## config.mk

```make
export PLATFORM = sky130hd
export DESIGN_NAME = cacheline_adaptor
export DESIGN_NICKNAME = d
export VERILOG_FILES = /design/src/rtl/cacheline_adaptor_pkg.sv /design/src/rtl/cacheline_adaptor_line_beat_buffer.sv /design/src/rtl/cacheline_adaptor.sv
export SDC_FILE = /design/constraint.sdc
export NUM_CORES = 1
export LEC_CHECK = 0
export ABC_AREA = 0
export BUFFER_PORTS_ARGS = -buffer_cell sky130_fd_sc_hd__buf_2
export CAP_MARGIN = 10
export CORE_AREA = 2 2 281 283
export DETAILED_ROUTE_END_ITERATION = 16
export DIE_AREA = 0 0 283 285
export GPL_TIMING_DRIVEN = 0
export PLACE_DENSITY_LB_ADDON = 0.12
export SYNTH_ARGS = -nofsm -noshare
export SYNTH_HDL_FRONTEND = slang
export SYNTH_HIERARCHICAL = 1
export SYNTH_SLANG_ARGS = --single-unit
```

## constraint.sdc

```tcl
create_clock -name clk -period 2.9 [get_ports clk]
set_input_delay 0.29 -clock clk [delete_from_list [all_inputs] [get_ports clk]]
set_output_delay 0.29 -clock clk [all_outputs]
set_load 0.05 [all_outputs]
```

## src/rtl/cacheline_adaptor_pkg.sv

```systemverilog
// Shared constants and state encoding for the line-to-burst adaptor.
package cacheline_adaptor_pkg;
  localparam int unsigned ADDR_W      = 32;
  localparam int unsigned BEAT_W      = 64;
  localparam int unsigned BEATS       = 4;
  localparam int unsigned LINE_W      = BEATS * BEAT_W;
  localparam int unsigned OFFSET_BITS = 5;
  localparam int unsigned CNT_W       = $clog2(BEATS);

  typedef enum logic [1:0] {IDLE, READ, WRITE, RESP} state_e;
endpackage

```

## src/rtl/cacheline_adaptor_line_beat_buffer.sv

```systemverilog
// One cache line of storage: whole-line load, per-beat indexed load, beat-select read mux.
module line_beat_buffer
  import cacheline_adaptor_pkg::*;
(
  input  logic              clk,
  input  logic              rst,
  input  logic              i_load_line,
  input  logic [LINE_W-1:0] i_line,
  input  logic              i_beat_we,
  input  logic [CNT_W-1:0]  i_beat_idx,
  input  logic [BEAT_W-1:0] i_beat_data,
  input  logic [CNT_W-1:0]  i_sel_idx,
  output logic [LINE_W-1:0] o_line,
  output logic [BEAT_W-1:0] o_beat
);
  logic [LINE_W-1:0] r_line;

  always_ff @(posedge clk) begin
    if (rst) begin
      r_line <= '0;
    end else if (i_load_line) begin
      r_line <= i_line;
    end else if (i_beat_we) begin
      r_line[BEAT_W*i_beat_idx +: BEAT_W] <= i_beat_data;
    end
  end

  assign o_line = r_line;
  assign o_beat = r_line[BEAT_W*i_sel_idx +: BEAT_W];
endmodule

```

## src/rtl/cacheline_adaptor.sv

```systemverilog
// Converts 256-bit line reads/writes into 4-beat 64-bit bursts. Separate read and write
// buffers keep line_rdata untouched by write traffic.
module cacheline_adaptor
  import cacheline_adaptor_pkg::*;
(
  input  logic              clk,
  input  logic              rst,
  input  logic [ADDR_W-1:0] i_line_address,
  input  logic [LINE_W-1:0] i_line_wdata,
  input  logic              i_line_read,
  input  logic              i_line_write,
  output logic              o_line_resp,
  output logic [LINE_W-1:0] o_line_rdata,
  output logic [ADDR_W-1:0] o_burst_address,
  output logic              o_burst_read,
  output logic              o_burst_write,
  output logic [BEAT_W-1:0] o_burst_wdata,
  input  logic [BEAT_W-1:0] i_burst_rdata,
  input  logic              i_burst_resp
);
  localparam logic [ADDR_W-1:0] ALIGN_MASK = ~((ADDR_W'(1) << OFFSET_BITS) - ADDR_W'(1));

  state_e            r_state;
  logic [CNT_W-1:0]  r_cnt;
  logic              r_line_resp;
  logic [ADDR_W-1:0] r_burst_address;
  logic              r_burst_read;
  logic              r_burst_write;
  logic [BEAT_W-1:0] r_burst_wdata;

  logic              w_accept_wr;
  logic              w_rd_we;
  logic              w_last;
  logic [CNT_W-1:0]  w_next_idx;
  logic [BEAT_W-1:0] w_wr_beat;
  logic [BEAT_W-1:0] w_rd_beat_unused;
  logic [LINE_W-1:0] w_wr_line_unused;

  assign w_accept_wr = (r_state == IDLE) && !i_line_read && i_line_write;
  assign w_rd_we     = (r_state == READ) && i_burst_resp;
  assign w_last      = (r_cnt == CNT_W'(BEATS - 1));
  assign w_next_idx  = r_cnt + CNT_W'(1);

  line_beat_buffer u_rd_buf (
    .clk         (clk),
    .rst         (rst),
    .i_load_line (1'b0),
    .i_line      ('0),
    .i_beat_we   (w_rd_we),
    .i_beat_idx  (r_cnt),
    .i_beat_data (i_burst_rdata),
    .i_sel_idx   (r_cnt),
    .o_line      (o_line_rdata),
    .o_beat      (w_rd_beat_unused)
  );

  line_beat_buffer u_wr_buf (
    .clk         (clk),
    .rst         (rst),
    .i_load_line (w_accept_wr),
    .i_line      (i_line_wdata),
    .i_beat_we   (1'b0),
    .i_beat_idx  ('0),
    .i_beat_data ('0),
    .i_sel_idx   (w_next_idx),
    .o_line      (w_wr_line_unused),
    .o_beat      (w_wr_beat)
  );

  always_ff @(posedge clk) begin
    if (rst) begin
      r_state         <= IDLE;
      r_cnt           <= '0;
      r_line_resp     <= 1'b0;
      r_burst_address <= '0;
      r_burst_read    <= 1'b0;
      r_burst_write   <= 1'b0;
      r_burst_wdata   <= '0;
    end else begin
      r_line_resp <= 1'b0;
      unique case (r_state)
        IDLE: begin
          // Read takes priority; a simultaneous write must be re-presented.
          if (i_line_read) begin
            r_burst_address <= i_line_address & ALIGN_MASK;
            r_cnt           <= '0;
            r_burst_read    <= 1'b1;
            r_state         <= READ;
          end else if (i_line_write) begin
            r_burst_address <= i_line_address & ALIGN_MASK;
            r_cnt           <= '0;
            r_burst_wdata   <= i_line_wdata[BEAT_W-1:0];
            r_burst_write   <= 1'b1;
            r_state         <= WRITE;
          end
        end
        READ: begin
          if (i_burst_resp) begin
            if (w_last) begin
              r_burst_read <= 1'b0;
              r_cnt        <= '0;
              r_line_resp  <= 1'b1;
              r_state      <= RESP;
            end else begin
              r_cnt <= w_next_idx;
            end
          end
        end
        WRITE: begin
          if (i_burst_resp) begin
            if (w_last) begin
              r_burst_write <= 1'b0;
              r_cnt         <= '0;
              r_line_resp   <= 1'b1;
              r_state       <= RESP;
            end else begin
              r_cnt         <= w_next_idx;
              r_burst_wdata <= w_wr_beat;
            end
          end
        end
        RESP: r_state <= IDLE;
        default: r_state <= IDLE;
      endcase
    end
  end

  assign o_line_resp     = r_line_resp;
  assign o_burst_address = r_burst_address;
  assign o_burst_read    = r_burst_read;
  assign o_burst_write   = r_burst_write;
  assign o_burst_wdata   = r_burst_wdata;
endmodule

```

==> flow_results.org <==
** Status
- The flow ran to the end, and the final reports show no timing, DRC or antenna violations.

** Die
- The floorplan step defined a core boundary enclosing 0.0780 mm².
- Top Ports :: 712
- Horiz. Die Dim :: 283 µm
- The die covers 0.0807 mm².
- In this run the core area contains 103 standard-cell rows.
- The die is 285 µm tall.
- Initial standard-cell utilization of the core :: 35.1%

** CTS
- In this run the clock root is driven by a clkbuf_16.
- In this run, CTS created clock tree buffers numbering 73.
- Max H-tree Level :: 3
- Clock-pin transition on the worst setup and hold timing paths :: 0.06 ns
- Buffers from clock root to sink, at most :: 3
- For the worst-skew pair, the clock arrives at the later sink with an insertion delay of 0.62 ns.
- CTS sink count :: 610
- TritonCTS built the clock tree.

** Power
- IR analysis of the VDD net gives a maximum drop of 0.434 mV.
- Clk network pwr share :: 31.3%
- Of the total power, registers draw 33.8%.
- In this run, the combinational gates consume 34.9% of the power.
- Net switching is 39.1% of the power.
- Static power due to leakage :: 16.2 nW
- In this run the power spent charging and discharging nets is 11.6 mW.
- Dividing total power by cell area gives a power density of 761 mW/mm².
- Total internal power :: 18.1 mW
- Post-layout total power :: 29.7 mW

** GRT
- GRT overflow :: 0
- Global routing consumed, over all layers together, 31.3% of the routing resources.
- The via count of the first global-routing pass is 28200.
- The number of antenna violations at the first check in global routing is 20.
- Maximum number of pins on one net before global-route repair :: 13
- Global-route wire length before repair :: 190 mm

** Finish
- Post-layout nets :: 4902
- After filler insertion, the fill cell instance count of the layout stands at 7675.
- Share of final-layout standard cells stronger than drive strength 1 :: 24.0%
- For this run, the number of standard cells in the final layout without fillers is 5642.
- Compared with the post-synthesis result, the final layout area differs by 42.6%.

** Timing
- Final worst-path cycle share :: 97.4%
- Clock Skews :: 0.0222 ns
- Pin slew with the least headroom to its limit :: 1.03 ns
- The routed design could run at a clock period as short as 2.83 ns.
- In this run the tightest slew margin relative to its limit is 31.1%.
- Setup slack on the critical path of the routed design comes to 0.0742 ns.
- Number of endpoints with negative hold slack in the final report :: 0
- Setup violations remaining at the end of the flow were counted as 0.
- Static timing analysis puts the maximum clock frequency at 354 MHz.
- Number of pins exceeding their max-slew limit in the final report :: 0
- After routing, the total negative slack on setup checks comes to 0 ns.

** Run
- Max-cap violations in this run came to 0.

** Setup path
- Critical path launch point type :: flop
- Critical register-to-register path startpoint :: r_cnt[0]$_SDFFE_PP0P_
- STA classifies the critical path endpoint as a flop.
- Maximum net fanout on the critical path :: 10
- CP Data Required Time :: 3.37 ns
- The most critical setup path has its startpoint at r_cnt[0]$_SDFFE_PP0P_.
- Data arrival time at the worst-slack endpoint :: 3.29 ns
- The critical path is of the flop to flop type.

** Placement
- Number of input and output port buffers inserted :: 699
- DP Cell Count :: 5262
- Summed over all nets, the half-perimeter wirelength after detailed placement is 98.1 mm.
- Worst slack after detailed placement :: -0.575 ns
- Routability-driven placement congestion ratio :: 0.896

** Drt
- Number of iterations in the first detailed-routing pass :: 6
- Vias after detailed routing :: 29800
- Detail Route Antenna Nets :: 0
- For this block, the routed nets add up to 132 mm of wire.
- In the routed design, unresolved DRC markers number 0.
- Via density :: 5.28
- Routed WL per cell :: 23.4 µm
- After the first detailed-routing iteration, the DRC count stood at 2691.

** Synthesis
- The synthesized netlist occupies a cell area of 0.0274 mm².
- Syn Area/Cell :: 9.18 µm²
- After technology mapping, the gate count stands at 2984.
- Yosys printed 6 warnings.

** Worst hold path
- In this run the most critical hold path is launched from i_line_wdata[183].
- In this run the worst hold path is classified as input pin to flop.
==> worst paths after layout <==
check / to / cells after the start / slack [ns]
worst max-delay path: o_burst_wdata[63]$_SDFFE_PP0P_ / 6 / 0.07
worst min-delay path: u_wr_buf/o_line[183]$_SDFFE_PP0P_ / 3 / 0.03
worst max register to register: o_burst_wdata[63]$_SDFFE_PP0P_ / 6 / 0.07
worst min register to register: o_burst_address[21]$_SDFFE_PP0P_ / 2 / 0.45
==> layer usage <==
metal | wire length (µm) | vias up | share of wire [%] | track usage (%)
li1 | - | 14000 | - | -
met1 | 51200 | 14100 | 39 | 37.6
met2 | 64600 | 1338 | 49 | 54.2
met3 | 9240 | 291 | 7.0 | 5.83
met4 | 6610 | 14 | 5.0 | 14.6
met5 | 89 | - | 0.068 | 0
==> through the flow <==
stage / cell area, µm² / util [%] / hold slack, ns
floorplan: 29400 / - / 0.426
global placement: 34200 / 43.9 / 0.440
detailed placement: 34200 / 43.9 / 0.443
CTS: 39000 / 50.0 / 0.00157
global route: 39100 / 50.1 / 0.00832
finish: 39100 / 50.1 / 0.0250
==> state kept, by name, summed over array words and instances (netlist names) <==
register	count
u_rd_buf/o_line	256
u_wr_buf/o_line	256
o_burst_wdata	64
o_burst_address	27
r_cnt	2
r_state	2
o_burst_read	1
o_burst_write	1
o_line_resp	1
==> layout by cell type (no fill, tap or decap), drive strengths merged, types with 12 or more instances in the layout <==
cell and instances:
a21oi 552, a221oi 64, a22o 28, a22oi 512
buf 899, clkbuf 280, clkinv 13, conb 529
dfxtp 610, diode 12, dlygate4sd3 227, ha 17
inv 79, mux4 64, nand2 56, nand3 385
nand4 64, nand4b 64, nor2 61, o22ai 36
==> critical path: stages (launching register included) <==
cell      delay [ns]
dfxtp_1         0.63
ha_1            0.24
clkbuf_2        0.48
buf_4           0.41
mux4_2          0.36
o22ai_2         0.42
a221oi_1        0.14
==> cell type report <==
class	instances	area [µm²]	area share, %
diodes	12	30.0	0.0769
well taps	1050	1310	3.36
clock buffers	104	2080	5.34
inverters	74	278	0.711
multi-input cells	2467	15000	38.4
flip-flops and latches	610	12200	31.3
clock inverters	23	282	0.721
plain buffers	359	1990	5.09
repair buffers	943	5900	15.1
==> timing repair <==
action | 4_1_cts | 5_1_grt
setup endpoints to repair | 315 | 201
resized for setup | 29 | 25
hold buffers | 227 | 0
setup buffers | 11 | 5
endpoints found under the hold margin | 368 | 0
pin swaps | 1 | 0
==> power groups by stage <==
stage | Combinational (mW) | Sequential (mW) | Clock [mW]
floorplan | 4.50 | 12.2 | 0
global placement | 9.69 | 10.2 | 0
detailed placement | 9.71 | 10.2 | 0
CTS | 10.1 | 10.0 | 9.42
global route | 10.9 | 10.1 | 9.75
finish | 10.4 | 10.0 | 9.29
(Power assumes the default switching activity.)
